--- src/rtl/lifo_port_arbiter.sv ---
// Two-port round-robin front end for a single push/pop stack.
// One transaction per IDLE->ISSUE->RESP pass; strobes fire only in ISSUE, guarded by full/empty.
module lifo_port_arbiter #(
  parameter int unsigned DATA_W = 16,
  parameter int unsigned DEPTH  = 32,
  parameter int unsigned CNT_W  = 6
) (
  input  logic              iclk,
  input  logic              ireset_n,
  input  logic              ireq0,
  input  logic              iop0,
  input  logic [DATA_W-1:0] iw_data0,
  output logic              ogrant0,
  output logic              odone0,
  output logic              oerr0,
  output logic [DATA_W-1:0] or_data0,
  input  logic              ireq1,
  input  logic              iop1,
  input  logic [DATA_W-1:0] iw_data1,
  output logic              ogrant1,
  output logic              odone1,
  output logic              oerr1,
  output logic [DATA_W-1:0] or_data1,
  output logic              ostk_wr,
  output logic              ostk_rd,
  output logic [DATA_W-1:0] ostk_w_data,
  input  logic              istk_empty,
  input  logic              istk_full,
  input  logic [DATA_W-1:0] istk_r_data,
  output logic [CNT_W-1:0]  ocount,
  output logic              obusy
);

  typedef enum logic [1:0] {IDLE, ISSUE, RESP} state_t;

  state_t            rState;
  state_t            nState;
  logic              rLast;
  logic              rWin;
  logic              rOp;
  logic [DATA_W-1:0] rData;
  logic              win;
  logic              grantNow;
  logic              issue;
  logic              errNow;

  always_ff @(posedge iclk or negedge ireset_n) begin
    if (!ireset_n) rState <= IDLE;
    else           rState <= nState;
  end

  // Next state and arbitration; on a tie the port that did not win last time goes next
  always_comb begin
    nState   = rState;
    win      = 1'b0;
    grantNow = 1'b0;
    case (rState)
      IDLE: begin
        if (ireq0 || ireq1) begin
          grantNow = 1'b1;
          win      = (ireq0 && ireq1) ? ~rLast : ireq1;
          nState   = ISSUE;
        end
      end
      ISSUE:   nState = RESP;
      RESP:    nState = IDLE;
      default: nState = IDLE;
    endcase
  end

  assign issue       = (rState == ISSUE);
  assign errNow      = rOp ? istk_empty : istk_full;
  assign ostk_wr     = issue & ~rOp & ~istk_full;
  assign ostk_rd     = issue &  rOp & ~istk_empty;
  assign ostk_w_data = rData;
  assign obusy       = (rState != IDLE);

  // Transaction latch, completion pulses, pop data return and occupancy
  always_ff @(posedge iclk or negedge ireset_n) begin
    if (!ireset_n) begin
      rLast    <= 1'b1;
      rWin     <= 1'b0;
      rOp      <= 1'b0;
      rData    <= '0;
      ogrant0  <= 1'b0;
      ogrant1  <= 1'b0;
      odone0   <= 1'b0;
      odone1   <= 1'b0;
      oerr0    <= 1'b0;
      oerr1    <= 1'b0;
      or_data0 <= '0;
      or_data1 <= '0;
      ocount   <= '0;
    end else begin
      ogrant0 <= 1'b0;
      ogrant1 <= 1'b0;
      odone0  <= 1'b0;
      odone1  <= 1'b0;
      oerr0   <= 1'b0;
      oerr1   <= 1'b0;
      if (grantNow) begin
        rLast   <= win;
        rWin    <= win;
        rOp     <= win ? iop1 : iop0;
        rData   <= win ? iw_data1 : iw_data0;
        ogrant0 <= ~win;
        ogrant1 <= win;
      end
      if (issue) begin
        odone0 <= ~rWin;
        odone1 <= rWin;
        oerr0  <= ~rWin & errNow;
        oerr1  <= rWin & errNow;
        if (ostk_rd) begin
          if (rWin) or_data1 <= istk_r_data;
          else      or_data0 <= istk_r_data;
          if (ocount != '0) ocount <= ocount - CNT_W'(1);
        end
        if (ostk_wr && (ocount != CNT_W'(DEPTH))) ocount <= ocount + CNT_W'(1);
      end
    end
  end

endmodule

--- config.mk ---
export PLATFORM = sky130hd
export DESIGN_NAME = lifo_port_arbiter
export DESIGN_NICKNAME = d
export VERILOG_FILES = /design/src/rtl/lifo_port_arbiter.sv
export SDC_FILE = /design/constraint.sdc
export NUM_CORES = 1
export LEC_CHECK = 0
export BUFFER_PORTS_ARGS = -buffer_cell sky130_fd_sc_hd__clkbuf_2
export CORE_ASPECT_RATIO = 0.6
export CORE_MARGIN = 3
export CORE_UTILIZATION = 53
export CTS_BUF_LIST = sky130_fd_sc_hd__clkbuf_4
export CTS_CLUSTER_SIZE = 16
export DETAILED_ROUTE_END_ITERATION = 8
export HOLD_SLACK_MARGIN = 0.1
export MAX_ROUTING_LAYER = met4
export PLACE_DENSITY = 0.95
export SYNTH_ARGS = -nofsm -noshare
export SYNTH_HDL_FRONTEND = slang
export SYNTH_SLANG_ARGS = --single-unit
--- constraint.sdc ---
create_clock -name iclk -period 4.25 [get_ports iclk]
set_input_delay 0.2125 -clock iclk [delete_from_list [all_inputs] [get_ports iclk]]
set_output_delay 0.2125 -clock iclk [all_outputs]
set_load 0.03 [all_outputs]
Word-level counts from Yosys, hierarchy flattened
Cells that the tools add are included.
{"block": "classes", "n_addsub": 2, "eq_ne": 3, "muxes": 19, "n_bitwise": 12, "reduce_logical": 11}
{"cell": "$mux 6", "n": 3}
{"cell": "$mux 16", "n": 1}
{"cell": "$mux 1", "n": 13}
{"cell": "$reduce_and 3->1", "n": 3}
{"cell": "$add 6x1->6 const B", "n": 1}
{"cell": "$and 1x1->1", "n": 6}
{"cell": "$ne 6x6->1 const B", "n": 1}
{"cell": "$not 1->1", "n": 6}
{"cell": "$reduce_bool 2->1", "n": 3}
{"cell": "$reduce_bool 6->1", "n": 1}
{"cell": "$sub 6x1->6 const B", "n": 1}
{"cell": "$pmux 2 s2", "n": 1}
{"cell": "$eq 2x1->1 const B", "n": 1}
{"cell": "$logic_and 1x1->1", "n": 2}
{"cell": "$logic_not 2->1", "n": 1}
{"cell": "$mux 2", "n": 1}
{"cell": "$ne 2x2->1 const B", "n": 1}
{"cell": "$logic_or 1x1->1", "n": 1}
{"block": "word_totals", "register_bits": 65, "input_bits": 56, "out_inout_bits": 63, "word_cells": 61}

Depth between registers and ports, before layout
Gate-level depths: netlist (run 1).
{"block": "logic_depth", "depth_word": 6, "depth_mapped": 9, "depth_no_buf": 9}

Worst setup path before layout (run 1)
Ideal clock, no wire load.
{"block": "synth_timing", "path_kind": "register to register", "startpoint": "register ocount[0]", "endpoint": "register ocount[5]", "setup_ps": 80, "arrival_time_ps": 2489, "required_time_ps": 4170, "slack_ps": 1680, "stages_incl_launch_ff": 10, "path_buffers": 0, "period_less_slack_ps": 2570, "path_cell_list": "dfrtp_1 -> nor4_2 -> a2111oi_4 -> inv_1 -> ha_1 -> a211oi_1 -> o21ai_0 -> a21o_1 -> a21oi_1 -> xor2_1"}
{"block": "synth_via", "elab_chain_len": 4}
{"item": "from (decl)", "line": "30", "text": "output logic [CNT_W-1:0] ocount,"}
{"item": "from (signal assigned)", "line": "117", "text": "if (ocount != '0) ocount <= ocount - CNT_W'(1);"}
{"item": "from (signal assigned)", "line": "119", "text": "if (ostk_wr && (ocount != CNT_W'(DEPTH))) ocount <= ocount + CNT_W'(1);"}
{"item": "$sub 6x1->6 or $ne 6x6->1 (tied branches)", "line": "117, 119"}
{"item": "$mux 6 or $logic_and 1x1->1 (tied branches)", "line": "117, 119"}
{"item": "$mux 6 or $reduce_bool 2->1 (tied branches)"}
{"item": "$mux 6 or $reduce_and 3->1 (tied branches)"}
Several ways; a longest one is shown, not always the timed one. The select of a mux whose other input is x is not followed.
A chain may end at the register's enable or synchronous reset.

Worst setup path in the final report (run 1)
{"block": "layout_timing", "startpoint": "register rLast", "endpoint": "register rData[4] (netlist: ostk_w_data[4])"}
{"block": "layout_via", "elab_chain_len": 5}
{"item": "from (decl)", "line": "38", "text": "logic rLast;"}
{"item": "from (signal assigned)", "line": "102", "text": "rLast <= win;"}
{"item": "$not 1->1", "line": "61", "text": "win = (ireq0 && ireq1) ? ~rLast : ireq1;"}
{"item": "$mux 1", "line": "61"}
{"item": "$mux 1", "line": "59", "text": "if (ireq0 || ireq1) begin"}
{"item": "$mux 1", "line": "57", "text": "case (rState)"}
{"item": "$mux 16", "line": "105", "text": "rData <= win ? iw_data1 : iw_data0;"}
{"item": "to (signal assigned)", "line": "105"}
{"item": "to (decl)", "line": "41", "text": "logic [DATA_W-1:0] rData;"}
Every way passes these cells.

==> metrics.txt, run 1 <==
met1 routing resource usage after global routing=31.3%; headroom to the max-slew limit=23.3%; worst reg2reg path startpoint=rLast; number of gates resized after cts=0; count of unique library cells instantiated by Yosys=34; most common flop cell mapped by yosys=sky130_fd_sc_hd__dfrtp_1; crit end category=flip-flop; cell area after technology mapping=2740 um^2; run status=complete, no violations; upper clock frequency limit=336 MHz; Worst IR Drop VDD=0.542 mV; routed vias=2417; number of nets in the finished design=447; Worst Setup Path Type=reg -> reg; # Max-Cap Violations=0; critical path data required time=4610 ps; hold depth=3; Synthesized Nets=273; Period Utilization, post-route=70.0%; actual slew at the worst max-slew pin=1150 ps; CP max FO=21; number of buffers added to fix hold violations after cts=51; Detailed Route WL=7.89 mm; residual DRC count=0; first-pass GRT wire length=12.2 mm; Port-buffer cells=118; max-slew violation count=0; Clock H-tree levels=3; worst setup slack before clock tree synthesis=1610 ps; die outline width=98.7 um; final worst-path setup slack=1270 ps; clk_lat worst skew=410 ps; Mean Syn Cell Area=12.9 um^2; critical path startpoint=rLast; post-synthesis to final-layout area growth=46.3%; CTS clk-pin slew, worst paths=120 ps; setup repair after global routing missed its margin=no; Core ar.=4780 um^2; GR Util met2=46.1%; CTS Buffer Depth=2; Global Route Usage Sum=27.6%; number of global-route vias before repair=2487; number of sinks driven by the clock tree=65; Worst EP arrival=3330 ps; hold endpoint=oerr0; Top Ports=119; number of antenna violations at the first check in global routing=0; class of the tightest hold or removal check=in -> reg; Cells after Synth=212; number of register bits inferred by synthesis=65; Setup Buffers After CTS=0; number of warnings printed during yosys synthesis=0; proportion of layout cells with a drive suffix above 1=45.3%; pin count of the biggest net entering global routing=35; global route hottest layer=met2; number of CTS-inserted buffers=9; clk root buf=sky130_fd_sc_hd__clkbuf_4; total non-filler cell area in the finished layout=4000 um^2; DRT antenna net count=0; FF-to-FF End=ostk_w_data[4]; Pre-Repair DR Iteration Count=5; die outline area=6090 um^2; Final Power=3.49 mW; Post-synth EDFFs=0; vertical extent of the die=61.6 um; wire length per cell after detailed routing=17.4 um; setup clock skew after layout=19.6 ps; instance area after placement=3360 um^2; Worst Setup Start Kind=flip-flop; clock tree from TritonCTS=yes; Starting Density=57.2%; accumulated negative setup slack=0 ps; min cycle time layout=2980 ps; number of placement rows=19; power density normalized to cell area=871 nW/um^2; GRT Residual Overflow=0; cell depth of the worst flop-to-flop path=6; final hold violation count=0; total of endpoints with negative setup slack in the final report=0; leakage power summed over all cells=2.07 nW; Vias/cell=5.32; fraction of synthesis flops using an asynchronous set or reset pin=100%; Worst R2R Setup Slack=1270 ps; met3 Use GR=10.7%; gpl congestion=0.798; portion of the post-synthesis area used by sequential elements=59.5%; count of routing violations after the opening detailed-route iteration=72; launch point of the worst hold path=istk_empty; # diodes=0; post-detailed-placement half-perimeter wirelength=4.71 mm
-- flip-flops by register name, indices dropped and copies added (netlist names) --
name         flops
or_data1        16
rLast            1
rWin             1
or_data0        16
oerr0            1
rOp              1
oerr1            1
ostk_w_data     16
ocount           6
rState           2
odone0           1
odone1           1
ogrant1          1
ogrant0          1
-- cells in the final DEF, fill, tap and decap left out, types with 2 or more instances in the layout --
cell type	synthesis	layout
sky130_fd_sc_hd__a22oi_1	17	17
sky130_fd_sc_hd__nor3_1	2	2
sky130_fd_sc_hd__dlygate4sd3_1	0	51
sky130_fd_sc_hd__dfrtp_1	64	64
sky130_fd_sc_hd__clkbuf_4	0	10
sky130_fd_sc_hd__nand2_1	39	39
sky130_fd_sc_hd__inv_1	4	4
sky130_fd_sc_hd__clkinv_2	0	2
sky130_fd_sc_hd__clkbuf_2	0	118
sky130_fd_sc_hd__clkinvlp_4	0	2
sky130_fd_sc_hd__ha_1	4	4
sky130_fd_sc_hd__xnor2_1	2	2
sky130_fd_sc_hd__o21ai_0	6	5
sky130_fd_sc_hd__a21oi_1	3	3
sky130_fd_sc_hd__buf_4	0	2
sky130_fd_sc_hd__xor2_1	3	3
sky130_fd_sc_hd__mux2_2	33	33
sky130_fd_sc_hd__nor2_1	5	5
sky130_fd_sc_hd__a21o_1	5	5
-- cell usage after synthesis (2+ instances only) --
cell                        n  area (um^2)
sky130_fd_sc_hd__nand2_1   39          146
sky130_fd_sc_hd__nor3_1     2         10.0
sky130_fd_sc_hd__o21ai_0    6         30.0
sky130_fd_sc_hd__buf_6      2         22.5
sky130_fd_sc_hd__a21o_1     5         37.5
sky130_fd_sc_hd__xnor2_1    2         17.5
sky130_fd_sc_hd__inv_1      4         15.0
sky130_fd_sc_hd__mux2_2    33          372
sky130_fd_sc_hd__a22oi_1   17          128
sky130_fd_sc_hd__xor2_1     3         26.3
sky130_fd_sc_hd__clkbuf_1   4         15.0
sky130_fd_sc_hd__dfrtp_1   64         1600
sky130_fd_sc_hd__nor2_1     5         18.8
sky130_fd_sc_hd__ha_1       4         50.1
sky130_fd_sc_hd__a21oi_1    3         15.0
-- critical path: stages (launching register included) --
cell and delay (ps):
sky130_fd_sc_hd__dfstp_2 540, sky130_fd_sc_hd__nand2_1 40, sky130_fd_sc_hd__and3_1 450, sky130_fd_sc_hd__nor2_1 1000
sky130_fd_sc_hd__nand2_1 210, sky130_fd_sc_hd__nand2_1 130, sky130_fd_sc_hd__dlygate4sd3_1 570
-- routing by layer --
metal / wire length, um / vias to the layer above / part of all wire (%)
met5: 0 / - / 0
met4: 178 / 0 / 2.3
met3: 709 / 18 / 9.0
met2: 3890 / 148 / 49
met1: 3110 / 1164 / 39
li1: - / 1087 / -
-- cell families after synthesis --
logic type | share of synthesized area (%)
simple gates | 9.97
compound gates | 9.56
mux | 14.0
flops | 59.5
xor+xnor | 1.60
buf+inv | 2.84
fa+ha+maj | 2.56
-- final cells by class --
class	count	area, um^2
Clock buffer	10	75.1
Clock inverter	6	58.8
Fill cell	245	777
Inverter	4	15.0
Multi-Input combinational cell	135	1030
Sequential cell	65	1630
Tap cell	63	78.8
Timing Repair Buffer	171	1120
-- worst max-delay path by stage --
stage	endpoint	cells past startpoint
after floorplan	ocount[5]	9
after global placement	ocount[5]	9
after detailed placement	ocount[5]	9
after CTS	rOp	6
after global routing	ostk_w_data[4]	6
final	ostk_w_data[4]	6
-- report_power, final --
group          leakage (nW)  total [mW]  switching, mW  internal [mW]
Combinational          1.20        1.93           1.19          0.740
Clock                0.0698       0.405          0.224          0.182
Sequential            0.798        1.15          0.226          0.926
Total                  2.07        3.49           1.64           1.85
-- per-stage QoR --
step	util [%]	hold slack, ps	cells
after global placement	70.3	331	387
after global routing	83.7	215	454
after detailed placement	70.3	344	387
final	83.7	219	454
after CTS	83.7	191	454
after floorplan	-	-83.1	212
(Power assumes the default switching activity.)
==> run 2: changes to the inputs <==
--- a/config.mk
+++ b/config.mk
@@ -8,13 +8,13 @@
 export BUFFER_PORTS_ARGS = -buffer_cell sky130_fd_sc_hd__clkbuf_2
 export CORE_ASPECT_RATIO = 0.6
 export CORE_MARGIN = 3
-export CORE_UTILIZATION = 53
+export CORE_UTILIZATION = 44
 export CTS_BUF_LIST = sky130_fd_sc_hd__clkbuf_4
 export CTS_CLUSTER_SIZE = 16
 export DETAILED_ROUTE_END_ITERATION = 8
 export HOLD_SLACK_MARGIN = 0.1
 export MAX_ROUTING_LAYER = met4
-export PLACE_DENSITY = 0.95
+export PLACE_DENSITY = 0.86
 export SYNTH_ARGS = -nofsm -noshare
 export SYNTH_HDL_FRONTEND = slang
 export SYNTH_SLANG_ARGS = --single-unit
==> constraint.sdc (replaced) <==
create_clock -name iclk -period 2.6 [get_ports iclk]
set_input_delay 0.13 -clock iclk [delete_from_list [all_inputs] [get_ports iclk]]
set_output_delay 0.13 -clock iclk [all_outputs]
set_load 0.03 [all_outputs]
==> run 2 against run 1 <==
Via count down 3.1%; critical path depth grew 3; register-to-register slack worse by 1100 ps; core utilization fell by 13 points; highest routed layer unchanged; largest power group unchanged.
==> metrics.txt, run 2 (synthesis results as in run 1) <==
pin count of the biggest net entering global routing=66; GRT Residual Overflow=0; clk_lat worst skew=400 ps; crit end category=flip-flop; Worst Setup Start Kind=flip-flop; total of endpoints with negative setup slack in the final report=0; upper clock frequency limit=418 MHz; largest stage delay on the critical path=430 ps; post-detailed-placement half-perimeter wirelength=4.49 mm; number of CTS-inserted buffers=9; area taken by flip-flops and latches=1630 um^2; Period Utilization, post-route=91.9%; wire length per cell after detailed routing=15.3 um; Top Ports=119; actual slew at the worst max-slew pin=419 ps; Port-buffer cells=118; number of global-route vias before repair=2498; number of sinks driven by the clock tree=65; leading cell types in the layout, fill and taps excluded=117 x sky130_fd_sc_hd__clkbuf_2, 64 x sky130_fd_sc_hd__dfrtp_1, 52 x sky130_fd_sc_hd__dlygate4sd3_1; count of routing violations after the opening detailed-route iteration=102; routed vias=2342; max-slew violation count=0; CTS clk-pin slew, worst paths=100 ps; class of the tightest hold or removal check=in -> reg; number of placement rows=21; Worst IR Drop VDD=0.843 mV; headroom to the max-slew limit=72.0%; die outline area=7230 um^2; run status=complete, no violations; CP max FO=5; critical path data required time=2920 ps; Core ar.=5780 um^2; clk root buf=sky130_fd_sc_hd__clkbuf_4; clock tree from TritonCTS=yes; final hold violation count=0; instance area after placement=3420 um^2; setup repair after global routing missed its margin=no; accumulated negative setup slack=0 ps; Worst R2R Setup Slack=210 ps; # diodes=0; Global Route Usage Sum=22.7%; Starting Density=47.3%; DRT antenna net count=0; total non-filler cell area in the finished layout=4090 um^2; Final Power=5.65 mW; Worst Setup Path Type=reg -> reg; setup clock skew after layout=15.7 ps; CP max stage cell=sky130_fd_sc_hd__dfrtp_1; worst setup slack before clock tree synthesis=16.7 ps; leading cell type in the layout, fill and taps excluded=sky130_fd_sc_hd__clkbuf_2; number of fill cells in the layout=404; first-pass GRT wire length=12.1 mm; Pre-Repair DR Iteration Count=4; multi-input combinational cell area=1040 um^2; # Max-Cap Violations=0; number of nets in the finished design=453; Detailed Route WL=7.30 mm; proportion of layout cells with a drive suffix above 1=45.8%; leakage power summed over all cells=2.11 nW; number of antenna violations at the first check in global routing=0; residual DRC count=0; power density normalized to cell area=1380 nW/um^2; gpl congestion=0.836; Worst EP arrival=2710 ps; post-synthesis to final-layout area growth=49.6%; min cycle time layout=2390 ps; Clock H-tree levels=3; CTS Buffer Depth=2; final worst-path setup slack=210 ps; die outline width=108 um; vertical extent of the die=67.1 um; cell chain of the critical path=nor2b_1, a2111oi_4, inv_2, ha_1, a211oi_1, o21ai_0, a21o_1, a21oi_1, xor2_1; Vias/cell=4.91
## run 2: per-stage QoR
step	util, %	std cells	hold slack (ps)
floorplan	-	212	-166
global placement	59.2	408	167
detailed placement	59.2	408	171
CTS	70.6	477	108
global route	70.8	477	181
finish	70.8	477	137
## run 2: what timing repair did
item,CTS,global route
pin swaps,1,0
hold buffers,52,0
endpoints found under the hold margin,115,0
buffers inserted,1,0
resized for setup,0,2
cloned,0,0
endpoints found under the setup margin,1,1
## run 2: report_power, final
group          internal (mW)  switching [mW]
sequential              1.51           0.328
clock                  0.298           0.357
combinational           1.26            1.89
total                   3.07            2.58
## run 2: area by class of cell
cell class	count	share of cell area [%]
clock buffers	10	1.83
well taps	80	2.45
inverters	4	0.367
repair buffers	177	28.7
clock inverters	6	1.44
flip-flops and latches	65	39.8
multi-input cells	135	25.4
## run 2: final timing paths
| kind | end | from | cells after the start |
|---|---|---|---|
| max | ocount[5] | ocount[5] | 9 |
| min | oerr0 | istk_full | 3 |
| max reg2reg | ocount[5] | ocount[5] | 9 |
| min reg2reg | or_data1[13] | or_data1[13] | 1 |
| max in group asynchronous | rLast | ireset_n | 3 |
| min in group asynchronous | ocount[3] | ireset_n | 3 |
## run 2: critical path: cells and delay by family, from the launching register on
kind            cells  cell delay, ps
flops               1             430
xor+xnor            1             160
buf+inv             1             130
compound gates      5            1110
fa+ha+maj           1             310
simple gates        1             180
## run 2: per-layer routing
layer | part of all wire [%] | vias to the layer above | GRT usage (%)
li1 | - | 1098 | -
met1 | 42 | 1118 | 27.3
met2 | 49 | 113 | 37.2
met3 | 7.9 | 13 | 6.78
met4 | 1.2 | 0 | 7.09
met5 | 0 | - | -
